**src/rtl/button_event_if.sv**
```systemverilog
// Event bundle between a debounced button level and the game logic.
// release/repeat are SV keywords, so those pulses carry a _p suffix.
interface button_event_if;
    logic debounceButton;
    logic press;
    logic release_p;
    logic repeat_p;
    logic held;
    logic dbl;

    modport master (
        output debounceButton,
        input  press, release_p, repeat_p, held, dbl
    );

    modport slave (
        input  debounceButton,
        output press, release_p, repeat_p, held, dbl
    );
endinterface

```
**src/rtl/button_event.sv**
```systemverilog
// Resynchronises a debounced button level and emits press/release/auto-repeat pulses.
// Optional double-tap detection is enabled by defining BUTTON_EVENT_DBL_EN.
module button_event #(
    parameter int unsigned REPEAT_DELAY  = 50000000,
    parameter int unsigned REPEAT_PERIOD = 10000000,
    parameter int unsigned DBL_WINDOW    = 25000000,
    parameter int unsigned CNT_W         = 32
) (
    input logic           clk,
    input logic           rst,
    button_event_if.slave bif
);

    typedef enum logic [1:0] {
        ST_IDLE   = 2'd0,
        ST_HOLD   = 2'd1,
        ST_REPEAT = 2'd2
    } state_t;

    localparam longint unsigned MAX_CNT_A = (64'(REPEAT_DELAY) > 64'(REPEAT_PERIOD)) ?
                                            64'(REPEAT_DELAY) : 64'(REPEAT_PERIOD);
    localparam longint unsigned MAX_CNT   = (MAX_CNT_A > 64'(DBL_WINDOW)) ?
                                            MAX_CNT_A : 64'(DBL_WINDOW);
    localparam longint unsigned CNT_MAX   = (64'd1 << CNT_W) - 64'd1;

    if (REPEAT_DELAY < 2 || REPEAT_PERIOD < 2 || MAX_CNT > CNT_MAX) begin : g_bad_cfg
        $error("button_event: invalid REPEAT_DELAY/REPEAT_PERIOD/DBL_WINDOW/CNT_W");
    end

    localparam logic [CNT_W-1:0] DELAY_TC  = CNT_W'(REPEAT_DELAY - 1);
    localparam logic [CNT_W-1:0] PERIOD_TC = CNT_W'(REPEAT_PERIOD - 1);
    localparam logic [CNT_W-1:0] TMR_ONES  = '1;
`ifdef BUTTON_EVENT_DBL_EN
    localparam logic [CNT_W-1:0] DBL_LIM   = CNT_W'(DBL_WINDOW);
    // Saturated timer means "no release seen since reset", so no double tap.
    localparam logic [CNT_W-1:0] TMR_RST   = TMR_ONES;
`else
    localparam logic [CNT_W-1:0] TMR_RST   = '0;
`endif

    state_t           state_q, state_d;
    logic [CNT_W-1:0] timer_q, timer_d;
    logic             s1_q, s1_d, s2_q, s2_d, s3_q, s3_d;
    logic             press_q, press_d, rel_q, rel_d, rpt_q, rpt_d;
    logic             held_q, held_d, dbl_q, dbl_d;
    logic             rise, fall;

    assign rise = s2_q & ~s3_q;
    assign fall = ~s2_q & s3_q;

    always_comb begin
        s1_d    = bif.debounceButton;
        s2_d    = s1_q;
        s3_d    = s2_q;
        held_d  = s2_q;
        state_d = state_q;
        timer_d = timer_q;
        press_d = 1'b0;
        rel_d   = 1'b0;
        rpt_d   = 1'b0;
        dbl_d   = 1'b0;

        case (state_q)
            ST_IDLE: begin
                if (rise) begin
                    press_d = 1'b1;
                    timer_d = '0;
                    state_d = ST_HOLD;
`ifdef BUTTON_EVENT_DBL_EN
                    dbl_d   = (timer_q < DBL_LIM);
`endif
                end
`ifdef BUTTON_EVENT_DBL_EN
                else if (timer_q != TMR_ONES) begin
                    timer_d = timer_q + CNT_W'(1);
                end
`endif
            end
            ST_HOLD: begin
                // Release has priority over a coincident terminal count.
                if (fall) begin
                    rel_d   = 1'b1;
                    timer_d = '0;
                    state_d = ST_IDLE;
                end else if (timer_q == DELAY_TC) begin
                    rpt_d   = 1'b1;
                    timer_d = '0;
                    state_d = ST_REPEAT;
                end else begin
                    timer_d = timer_q + CNT_W'(1);
                end
            end
            ST_REPEAT: begin
                if (fall) begin
                    rel_d   = 1'b1;
                    timer_d = '0;
                    state_d = ST_IDLE;
                end else if (timer_q == PERIOD_TC) begin
                    rpt_d   = 1'b1;
                    timer_d = '0;
                end else begin
                    timer_d = timer_q + CNT_W'(1);
                end
            end
            default: begin
                state_d = ST_IDLE;
                timer_d = TMR_RST;
            end
        endcase
    end

    always_ff @(posedge clk or posedge rst) begin
        if (rst) begin
            state_q <= ST_IDLE;
            timer_q <= TMR_RST;
            s1_q    <= 1'b0;
            s2_q    <= 1'b0;
            s3_q    <= 1'b0;
            press_q <= 1'b0;
            rel_q   <= 1'b0;
            rpt_q   <= 1'b0;
            held_q  <= 1'b0;
            dbl_q   <= 1'b0;
        end else begin
            state_q <= state_d;
            timer_q <= timer_d;
            s1_q    <= s1_d;
            s2_q    <= s2_d;
            s3_q    <= s3_d;
            press_q <= press_d;
            rel_q   <= rel_d;
            rpt_q   <= rpt_d;
            held_q  <= held_d;
            dbl_q   <= dbl_d;
        end
    end

    assign bif.press     = press_q;
    assign bif.release_p = rel_q;
    assign bif.repeat_p  = rpt_q;
    assign bif.held      = held_q;
    assign bif.dbl       = dbl_q;

endmodule

```
**src/flat_wrapper.sv**
```systemverilog
// flat-port wrapper written by rule: the top's interface ports become plain ports
module button_event_flat 
#(
    parameter int unsigned REPEAT_DELAY  = 50000000,
    parameter int unsigned REPEAT_PERIOD = 10000000,
    parameter int unsigned DBL_WINDOW    = 25000000,
    parameter int unsigned CNT_W         = 32
)
  (clk, rst, bif_debounceButton, bif_press, bif_release_p, bif_repeat_p, bif_held, bif_dbl);
  button_event_if bif_i ();
  input logic clk;
  input logic rst;
  input wire logic [$bits(bif_i.debounceButton)-1:0] bif_debounceButton;
  output wire logic [$bits(bif_i.press)-1:0] bif_press;
  output wire logic [$bits(bif_i.release_p)-1:0] bif_release_p;
  output wire logic [$bits(bif_i.repeat_p)-1:0] bif_repeat_p;
  output wire logic [$bits(bif_i.held)-1:0] bif_held;
  output wire logic [$bits(bif_i.dbl)-1:0] bif_dbl;
  assign bif_i.debounceButton = bif_debounceButton;
  assign bif_press = bif_i.press;
  assign bif_release_p = bif_i.release_p;
  assign bif_repeat_p = bif_i.repeat_p;
  assign bif_held = bif_i.held;
  assign bif_dbl = bif_i.dbl;
  button_event #(.REPEAT_DELAY(REPEAT_DELAY), .REPEAT_PERIOD(REPEAT_PERIOD), .DBL_WINDOW(DBL_WINDOW), .CNT_W(CNT_W)) u_core (.clk(clk), .rst(rst), .bif(bif_i));
endmodule
```
**config.mk**
```make
export PLATFORM = sky130hd
export DESIGN_NAME = button_event_flat
export DESIGN_NICKNAME = d
export VERILOG_FILES = /design/src/rtl/button_event_if.sv /design/src/rtl/button_event.sv /design/src/flat_wrapper.sv
export SDC_FILE = /design/constraint.sdc
export NUM_CORES = 1
export LEC_CHECK = 0
export ABC_CLOCK_PERIOD_IN_PS = 4660
export CORE_ASPECT_RATIO = 0.5
export CORE_MARGIN = 5
export CORE_UTILIZATION = 39
export DETAILED_ROUTE_END_ITERATION = 8
export PLACE_DENSITY_LB_ADDON = 0.15
export SLEW_MARGIN = 0
export SYNTH_ARGS = -nofsm -noshare
export SYNTH_HDL_FRONTEND = slang
export SYNTH_SLANG_ARGS = --single-unit
```
**constraint.sdc**
```tcl
create_clock -name clk -period 4.66 [get_ports clk]
set_input_delay 0.466 -clock clk [delete_from_list [all_inputs] [get_ports clk]]
set_output_delay 0.466 -clock clk [all_outputs]
set_load 0.05 [all_outputs]
```
==> summary.md, run 1 <==
| Metric | Value |
|---|---|
| DR WL/cell | `14.2 um` |
| Slowest CP cell | `and2_1` |
| Netlist Area Pre-Place | `2100 um2` |
| Hold WC Path Type | `flop to flop` |
| Area Overhead vs Synth | `13.4%` |
| TritonCTS buffer count | `5` |
| Ys async rst share | `100%` |
| HPWL after DPL | `3020 um` |
| Count of state elements after synthesis | `40` |
| Crit path from | `u_core.timer_q[18]` |
| Hold Path Origin | `u_core.s1_q` |
| Worst-Margin Slew | `0.948 ns` |
| F_max | `325 MHz` |
| Max_cap viols | `0` |
| Relative slew slack | `a little over a third` |
| Final count of pins violating max slew | `0` |
| DR iter-0 viols | `between 100 and 150` |
| RSZ-0062 raised after global routing | `false` |
| CP endpoint kind | `flop` |
| Die area | `7030 um2` |
| Bufs on Longest Clock Path | `2` |
| CP Cell Sequence | `or4b_2 > nor3_1 > nand3_1 > a41oi_2 > and2_1 > nor2_1` |
| Core Util, Final | `46.9%` |
| # diodes | `0` |
| Post_cts resized | `0` |
| I/O pin total | `8` |
| Finish-stage setup viols | `0` |
| DR vias | `1608` |
| Critical path type | `flop to flop` |
| Final period utilization | `~66%` |
| First-pass GRT wire length | `7510 um` |
| Post-synth net total | `235` |
| Die W | `114 um` |
| P_leak | `1.00 nW` |
| Avg Inst Size Synth | `9.20 um2` |
| Share of layout cells above drive strength 1 | `5.49%` |
| Reg2Reg Depth | `6` |
| Hold slack final | `~0.35 ns` |
| FF-to-FF End | `u_core.timer_q[13]` |
| Multi-input logic area | `1020 um2` |
| R2r startpoint | `u_core.timer_q[18]` |
| DR pass1 iterations | `4` |
| Clk sinks | `40` |
| Post-layout minimum cycle time | `between 3 and 4 ns` |
| Placer Congestion | `between 0.8 and 0.9` |
| Pwr per Cell Area | `397 nW/um2` |
| Critical path peak fanout | `21` |
| Commonest non-fill, non-tap cell in the layout | `dfrtp_1` |
| Final Skew | `about 0.0085 ns` |
| FF/Latch Area | `approximately 1000 um2` |
| Worst EP arrival | `3.23 ns` |
| Peak VDD IR | `roughly 0.0002 V` |
| Clock Pin Slew Worst Setup and Hold Paths | `approximately 0.08 ns` |
| Number of global-route vias before repair | `1531` |
| Post-layout net count | `243` |
| Predominant post-synthesis flop cell | `dfrtp_1` |
| Fin. Hold Viols | `0` |
| Hold-fix buffers at CTS | `0` |
| Final ANT Viol Nets | `0` |
| Worst Hold End | `u_core.held_d` |
| Fill count | `478` |
| PnR worst setup slack | `1.58 ns` |
| CTS root buf | `clkbuf_8` |
| H-tree depth | `2` |
| Warnings from Yosys | `0` |
| Clock Latency Late Sink | `approximately 0.30 ns` |
| Starting density of the core | `41.4%` |
| Total GRT Usage | `roughly 14%` |
| Status | `complete, no violations` |
| Peak per-stage delay on the critical path | `0.71 ns` |
| DR vias/cell | `between 5 and 6` |
| Setup TNS | `0 ns` |
| Cell Rows | `18` |
| Placement Setup Slack | `1.57 ns` |
| Sequential area share after synthesis | `47.7%` |
| Die H | `61.9 um` |
| Initial antenna violation count | `0` |
| Pin count of the biggest net entering global routing | `41` |
| CP required | `4.81 ns` |
| Synth unique cells | `35` |
| Reg2reg setup slack | `1.58 ns` |
| Post-synthesis cell count | `around 230` |
| Commonest cells after routing, fill and taps aside | `dfrtp_1 (40), nor2_1 (38), nand2_1 (18), nor3_1 (14), nand3_1 (12)` |
| EDFF count, synth | `0` |
| Grt ovf | `0` |
| DRC | `0` |
| Port Buffers | `6` |
| CTS tree | `done` |
| Core box area | `around 5000 um2` |
| Final Routed Wirelength | `4360 um` |
| CP startpoint kind | `flop` |
| Hold path depth | `0` |
| Postcts setup bufs | `0` |
## sequential cells by signal, summed over array words and instances (netlist names)
name,count
u_core.bif.press,1
u_core.bif.release_p,1
u_core.bif.repeat_p,1
u_core.held_d,1
u_core.s1_q,1
u_core.s3_q,1
u_core.state_q,2
u_core.timer_q,32
## cell type report
type / instances / share of cell area [%]
Timing Repair Buffer: 7 / 2.84
Multi-Input combinational cell: 171 / 42.9
Clock buffer: 5 / 2.89
Tap cell: 70 / 3.68
Inverter: 11 / 1.74
Sequential cell: 40 / 42.1
Clock inverter: 3 / 3.79
## per-stage QoR
| stage | instance area, um2 | total power [W] | cells |
|---|---|---|---|
| after floorplan | 2100 | 0.000526 | 228 |
| after global placement | 2220 | 0.000560 | 299 |
| after detailed placement | 2220 | 0.000563 | 299 |
| after CTS | 2380 | 0.000960 | 307 |
| after global routing | 2380 | 0.000997 | 307 |
| final | 2380 | 0.000944 | 307 |
## critical path, delay by kind of cell, from the launching register on
family	cells	cell delay, ns
and+or+nand+nor	5	1.99
AOI/OAI and AO/OA	1	0.52
DFF	1	0.41
## power by group
part           total [W]  switching (W)  internal [W]
combinational   0.000184       0.000133     0.0000508
sequential      0.000368     0.00000839      0.000360
clock           0.000392       0.000124      0.000268
## synthesized netlist by cell type (all sizes together), types with 2 or more instances
cell type   n  area [um2]
or4b        3        30.0
dfrtp      40        1000
nand2b      2        12.5
nor3       14        70.1
nand2      18        67.6
nor4        6        43.8
buf         5        28.8
nand3      12        60.1
xnor2      11        96.3
nor2b       2        12.5
xor2       10        87.6
ha          4        50.1
or4         2        15.0
o21ai      11        55.1
and2        2        12.5
a22o        9        78.8
nand4      10        62.6
inv        11        41.3
and3        5        31.3
nor2       38         143
a21oi       4        20.0
## routing by layer
| layer | GRT usage, % | wire, um |
|---|---|---|
| met3 | 4.16 | 208 |
| met2 | 20.3 | 1810 |
| met1 | 19.5 | 2280 |
| met4 | 5.14 | 58 |
| met5 | 0 | 0 |
## cell families after synthesis
| kind of cell | Yosys count | share of synthesized area, % |
|---|---|---|
| AOI/OAI and AO/OA | 27 | 8.77 |
| xor gates and xnor gates | 21 | 8.77 |
| adders and majority gates | 4 | 2.39 |
| buffers and inverters | 17 | 3.58 |
| DFF | 40 | 47.7 |
| muxes | 2 | 1.01 |
| other | 1 | 0.179 |
| and+or+nand+nor | 116 | 27.6 |
## worst max path at each step
stage                                     to  slack [ns]  cells past startpoint
after floorplan           u_core.timer_q[10]        2.45                      8
after CTS                 u_core.timer_q[25]        1.55                      6
after detailed placement  u_core.timer_q[15]        1.57                      6
final                     u_core.timer_q[13]        1.58                      6
after global placement    u_core.timer_q[20]        1.64                      6
after global routing      u_core.timer_q[23]        1.33                      7
Note: power is estimated with default switching activity, not from simulation.
==> inputs of run 2 (changes only) <==
ABC_CLOCK_PERIOD_IN_PS = 3100   (was 4660)
clock period = 3.1 ns   (was 4.66 ns; I/O delays follow)
==> run 2 against run 1 <==
Effect of this change:
- first-iteration DRC count shrank 8.7%
- total power grew 36%
- die area unchanged
- worst hold slack gained 0.010 ns
- combinational power grew 68%
- largest power group is now sequential cells
- critical path depth unchanged
==> summary.md, run 2 (synthesized netlist as in run 1, its figures left out) <==
| Metric | Value |
|---|---|
| Die H | `61.9 um (unchanged)` |
| Worst-Margin Slew | `0.916 ns (-0.0313 ns)` |
| Final count of pins violating max slew | `0 (unchanged)` |
| Net Switching | `0.000409 W (+54%)` |
| Largest regs | `u_core.timer_q x32, u_core.state_q x2` |
| Post-layout minimum cycle time | `2.57 ns (-0.507 ns)` |
| Final Skew | `0.00574 ns (-0.00275 ns)` |
| CP endpoint kind | `flop` |
| DR iter-0 viols | `115 (-8.7%)` |
| DR pass1 iterations | `4 (unchanged)` |
| Total GRT Usage | `14.1% (+0.24 points)` |
| Starting density of the core | `41.4% (unchanged)` |
| Sw frac | `31.8% (+3.7 points)` |
| Internal power | `0.000875 W (+29%)` |
| P_leak | `0.999 nW (-0.37%)` |
| Number of global-route vias before repair | `1589 (+3.8%)` |
| F_max | `388 MHz (+20%)` |
| Crit path from | `u_core.timer_q[17]` |
| Register with the most flip-flops | `u_core.timer_q` |
| Setup TNS | `0 ns (unchanged)` |
| I/O pin total | `8 (unchanged)` |
| CP startpoint kind | `flop` |
| Hold WC Path Type | `flop to flop` |
| Post_cts resized | `0 (unchanged)` |
| Commonest cells after routing, fill and taps aside | `dfrtp_1 (40), nor2_1 (38), nand2_1 (18), nor3_1 (14), nand3_1 (12)` |
| R2r startpoint | `u_core.timer_q[17]` |
| Grt ovf | `0 (unchanged)` |
| CP required | `3.27 ns (-1.54 ns)` |
| Initial antenna violation count | `0 (unchanged)` |
| HPWL after DPL | `3100 um (+2.6%)` |
| Final Routed Wirelength | `4520 um (+3.7%)` |
| Worst EP arrival | `2.75 ns (-0.48 ns)` |
| First-pass GRT wire length | `7760 um (+3.4%)` |
| TritonCTS buffer count | `5 (unchanged)` |
| Port Buffers | `6 (unchanged)` |
| Cell Rows | `18 (unchanged)` |
| Pin count of the biggest net entering global routing | `25 (-39%)` |
| Clock Latency Late Sink | `0.29 ns (about the same)` |
| Finish-stage setup viols | `0 (unchanged)` |
| Hold-fix buffers at CTS | `0 (unchanged)` |
| Fin. Hold Viols | `0 (unchanged)` |
| Status | `complete, no violations` |
| Placer Congestion | `0.835 (+1.2%)` |
| Largest register FFs | `32 (unchanged)` |
| Postcts setup bufs | `0 (unchanged)` |
| Share of layout cells above drive strength 1 | `6.64% (+1.2 points)` |
| Core box area | `5070 um2 (unchanged)` |
| Comb power frac | `24.1% (+4.6 points)` |
| # diodes | `0 (unchanged)` |
| Max_cap viols | `0 (unchanged)` |
| CTS root buf | `clkbuf_8` |
| Commonest non-fill, non-tap cell in the layout | `dfrtp_1` |
| Die area | `7030 um2 (unchanged)` |
| Bufs on Longest Clock Path | `2 (unchanged)` |
| Fill count | `495 (+3.6%)` |
| Relative slew slack | `38.8% (+2.6 points)` |
| Final ANT Viol Nets | `0 (unchanged)` |
| Core Util, Final | `46.5% (-0.42 points)` |
| Critical path peak fanout | `10 (-52%)` |
| RSZ-0062 raised after global routing | `false` |
| Peak VDD IR | `0.000227 V (+14%)` |
| Critical path type | `flop to flop` |
| Clock power frac | `32.7% (-8.8 points)` |
| DR vias/cell | `5.38 (+2.7%)` |
| Pwr per Cell Area | `545 nW/um2 (+37%)` |
| DRC | `0 (unchanged)` |
| Clock Pin Slew Worst Setup and Hold Paths | `0.08 ns (about the same)` |
| Die W | `114 um (unchanged)` |
| Hold Path Origin | `u_core.s1_q` |
| DR WL/cell | `14.5 um (+2.3%)` |
| Area Overhead vs Synth | `12.4%` |
| Sequential power share | `43.2% (+4.2 points)` |
| Final period utilization | `83.0% (+17 points)` |
| DR vias | `1673 (+4.0%)` |
| Pwr Total | `0.00128 W (+36%)` |
| CTS tree | `done` |
| Clk sinks | `40 (unchanged)` |
| H-tree depth | `2 (unchanged)` |
| Post-layout net count | `247 (+1.6%)` |
-- run 2: cell types whose count changed in the layout (fill, tap and decap cells not counted) --
cell	before	now
buf_4	1	5
bufinv_16	3	1
clkbuf_1	0	1
clkinv_2	0	1
-- run 2: worst max-delay path: stages (launching register included) --
cell and delay (ns):
dfrtp_1 0.45, or4b_1 0.53, nor4_1 0.53, a31oi_1 0.19
a41oi_2 0.23, nor2_1 0.22, mux2_2 0.31
-- run 2: cell type report --
class	instances	area (um2)	share of cell area [%]
Clock buffer	6	72.6	3.08
Clock inverter	2	35.0	1.49
Multi-Input combinational cell	171	1020	43.3
Sequential cell	40	1000	42.5
Inverter	11	41.3	1.75
Timing Repair Buffer	11	97.6	4.14
Tap cell	70	87.6	3.72
-- run 2: power by group through the flow --
stage | Combinational, W | Sequential [W] | Clock (W)
final | 0.000309 | 0.000554 | 0.000420
after detailed placement | 0.000306 | 0.000565 | 0
after global placement | 0.000299 | 0.000563 | 0
after CTS | 0.000311 | 0.000554 | 0.000431
after global routing | 0.000345 | 0.000556 | 0.000450
after floorplan | 0.000212 | 0.000579 | 0
-- run 2: worst paths after layout --
check / to / slack [ns] / cells past startpoint
worst max register to register: u_core.timer_q[0] / 0.53 / 6
worst min register to register: u_core.held_d / 0.36 / 0
worst max-delay path: u_core.timer_q[0] / 0.53 / 6
max in group asynchronous: u_core.timer_q[11] / 1.90 / 3
worst min-delay path: u_core.held_d / 0.36 / 0
min in group asynchronous: u_core.timer_q[2] / 0.52 / 2
-- run 2: metrics by stage --
step	cells	setup slack, ns	area [um2]	hold WS [ns]
6_report	311	0.526	2360	0.362
4_1_cts	311	0.546	2360	0.366
3_3_place_gp	303	0.630	2250	0.332
2_1_floorplan	228	0.893	2100	0.331
5_1_grt	311	0.345	2360	0.371
3_5_place_dp	303	0.560	2250	0.338
-- run 2: routing by layer --
layer	vias up	routed length [um]	track usage [%]
li1	816	-	-
met1	820	2330	18.8
met2	33	1940	22.8
met3	4	216	4.45
met4	0	32	3.60
met5	-	0	0
==> inputs of run 3 (changes only) <==
ABC_CLOCK_PERIOD_IN_PS = 2300   (was 3100)
clock period = 2.3 ns   (was 3.1 ns; I/O delays follow)
==> run 3 against run 2 <==
Effect of this change:
- setup slack worse by 0.48 ns
- global-route usage is 1.3 points higher
- worst hold slack better by 0.0015 ns
- die area did not move
- routed wire length up 6.3%
- first-iteration DRC count unchanged
- sequential share of layout area fell by 5.6 points
- combinational power grew 70%
- cell area rose by 15%
- critical path depth grew 2
- non-clock buffer count rose by 27
- critical endpoint is now u_core.timer_q[7]
- largest power group unchanged
- highest routed layer unchanged
==> summary.md, run 3 (synthesized netlist as in run 1, its figures left out) <==
| Metric | Value |
|---|---|
| First-pass GRT wire length | `8390 um (+8.1%)` |
| CP startpoint kind | `flop` |
| Finish-stage setup viols | `0 (unchanged)` |
| Post-DP Area | `2440 um2 (+8.6%)` |
| CTS tree | `done` |
| Final period utilization | `98.0% (+15 points)` |
| Setup TNS | `0 ns (unchanged)` |
| PnR worst setup slack | `0.0470 ns (-0.479 ns)` |
| DRC | `0 (unchanged)` |
| CP Cell Sequence | `or4b_4 > nor4_4 > buf_4 > a31oi_4 > a41oi_4 > buf_6 > o21ai_2 > a22o_1` |
| DR vias/cell | `5.20 (-3.4%)` |
| TritonCTS buffer count | `5 (unchanged)` |
| DR vias | `1757 (+5.0%)` |
| Max_cap viols | `0 (unchanged)` |
| Worst EP arrival | `2.45 ns (-0.30 ns)` |
| Hold WC Path Type | `input port to asynchronous set/reset pin` |
| CP required | `2.49 ns (-0.78 ns)` |
| Reg2Reg Depth | `8 (+2)` |
| Grt ovf | `0 (unchanged)` |
| Pwr per Cell Area | `702 nW/um2 (+29%)` |
| Pin count of the biggest net entering global routing | `41 (+64%)` |
| I/O pin total | `8 (unchanged)` |
| Peak per-stage delay on the critical path | `0.55 ns (+0.02 ns)` |
| # diodes | `0 (unchanged)` |
| Die H | `61.9 um (unchanged)` |
| Cell Rows | `18 (unchanged)` |
| RSZ-0062 raised after global routing | `true` |
| H-tree depth | `2 (unchanged)` |
| Worst-Margin Slew | `0.549 ns (-0.367 ns)` |
| Area Overhead vs Synth | `29.5%` |
| DR pass1 iterations | `4 (unchanged)` |
| CTS root buf | `clkbuf_8` |
| DR iter-0 viols | `115 (unchanged)` |
| Post-layout minimum cycle time | `2.25 ns (-0.321 ns)` |
| Critical path type | `flop to flop` |
| Placement Setup Slack | `-0.112 ns (-0.672 ns)` |
| Die W | `114 um (unchanged)` |
| Slowest CP cell | `or4b_4` |
| Clk sinks | `40 (unchanged)` |
| HPWL after DPL | `3360 um (+8.2%)` |
| Placer Congestion | `0.804 (-3.7%)` |
| Commonest non-fill, non-tap cell in the layout | `dfrtp_1` |
| Initial antenna violation count | `0 (unchanged)` |
| Clock Pin Slew Worst Setup and Hold Paths | `0.08 ns (about the same)` |
| Largest register FFs | `32 (unchanged)` |
| Commonest cells after routing, fill and taps aside | `dfrtp_1 (40), nor2_1 (37), buf_4 (30), nand2_1 (18)` |
| Reg2reg setup slack | `0.05 ns (-0.48 ns)` |
| Total GRT Usage | `15.4% (+1.3 points)` |
| Share of layout cells above drive strength 1 | `22.8% (+16 points)` |
| Hold slack final | `0.364 ns (+0.00151 ns)` |
| Peak VDD IR | `0.000346 V (+52%)` |
| Starting density of the core | `41.4% (unchanged)` |
| Final Routed Wirelength | `4800 um (+6.3%)` |
| Final ANT Viol Nets | `0 (unchanged)` |
| CP endpoint kind | `flop` |
| Clock Latency Late Sink | `0.30 ns (about the same)` |
| Largest regs | `u_core.timer_q x32, u_core.state_q x2` |
| P_leak | `1.19 nW (+19%)` |
| Port Buffers | `6 (unchanged)` |
| Register with the most flip-flops | `u_core.timer_q` |
| F_max | `444 MHz (+14%)` |
| Critical path peak fanout | `7 (-3)` |
| Fin. Hold Viols | `0 (unchanged)` |
| Core box area | `5070 um2 (unchanged)` |
| DR WL/cell | `14.2 um (-2.2%)` |
| Final Skew | `0.0107 ns (+0.00495 ns)` |
| Bufs on Longest Clock Path | `2 (unchanged)` |
| Status | `complete, no violations` |
| Relative slew slack | `63.3% (+24 points)` |
| Die area | `7030 um2 (unchanged)` |
| Final count of pins violating max slew | `0 (unchanged)` |
| Post-layout net count | `274 (+11%)` |
| Number of global-route vias before repair | `1732 (+9.0%)` |
| Fin area | `2720 um2 (+15%)` |
[run 3: layer usage]
layer | global-route usage [%] | share of wire [%] | vias up
li1 | - | - | 866
met1 | 20.1 | 51 | 855
met2 | 25.4 | 44 | 29
met3 | 4.64 | 4.3 | 7
met4 | 3.94 | 1.0 | 0
met5 | 0 | 0 | -
[run 3: timing repair]
action,4_1_cts,5_1_grt
pin swaps,12,9
buffers inserted,0,3
resized for setup,18,8
hold endpoints to repair,0,0
endpoints found under the setup margin,31,30
hold buffers,0,0
[run 3: through the flow]
stage	power, W	instances	util, %
after floorplan	0.00107	228	-
after global routing	0.00201	338	53.6
after global placement	0.00122	327	48.2
after CTS	0.00192	335	52.4
final	0.00191	338	53.6
after detailed placement	0.00123	327	48.2
[run 3: critical path: cells and delay by family (launching register included)]
family / cells / cell delay [ns]
AND/OR/NAND/NOR: 2 / 0.80
flip-flops: 1 / 0.39
buffers and inverters: 2 / 0.36
AO/OA/AOI/OAI: 4 / 0.62
[run 3: path summary, 6_finish.rpt]
path / from / endpoint
hold / removal: rst / u_core.timer_q[2]
hold reg to reg: u_core.s1_q / u_core.held_d
setup reg to reg: u_core.timer_q[17] / u_core.timer_q[7]
setup / recovery: u_core.timer_q[17] / u_core.timer_q[7]
min in group clk: bif_debounceButton / u_core.s1_q
max in group asynchronous: rst / u_core.timer_q[12]
[run 3: where the power goes]
part,switching (W),internal (W)
registers,0.0000172,0.000729
logic,0.000325,0.000200
clock network,0.000250,0.000383
total,0.000593,0.00131
[run 3: final cells by class]
class	instances	area, um2
clock buffers	7	96.3
clock inverters	1	30.0
fillers	447	2350
inverters	11	41.3
multi-input cells	171	1140
flip-flops and latches	40	1000
well taps	70	87.6
repair buffers	38	317
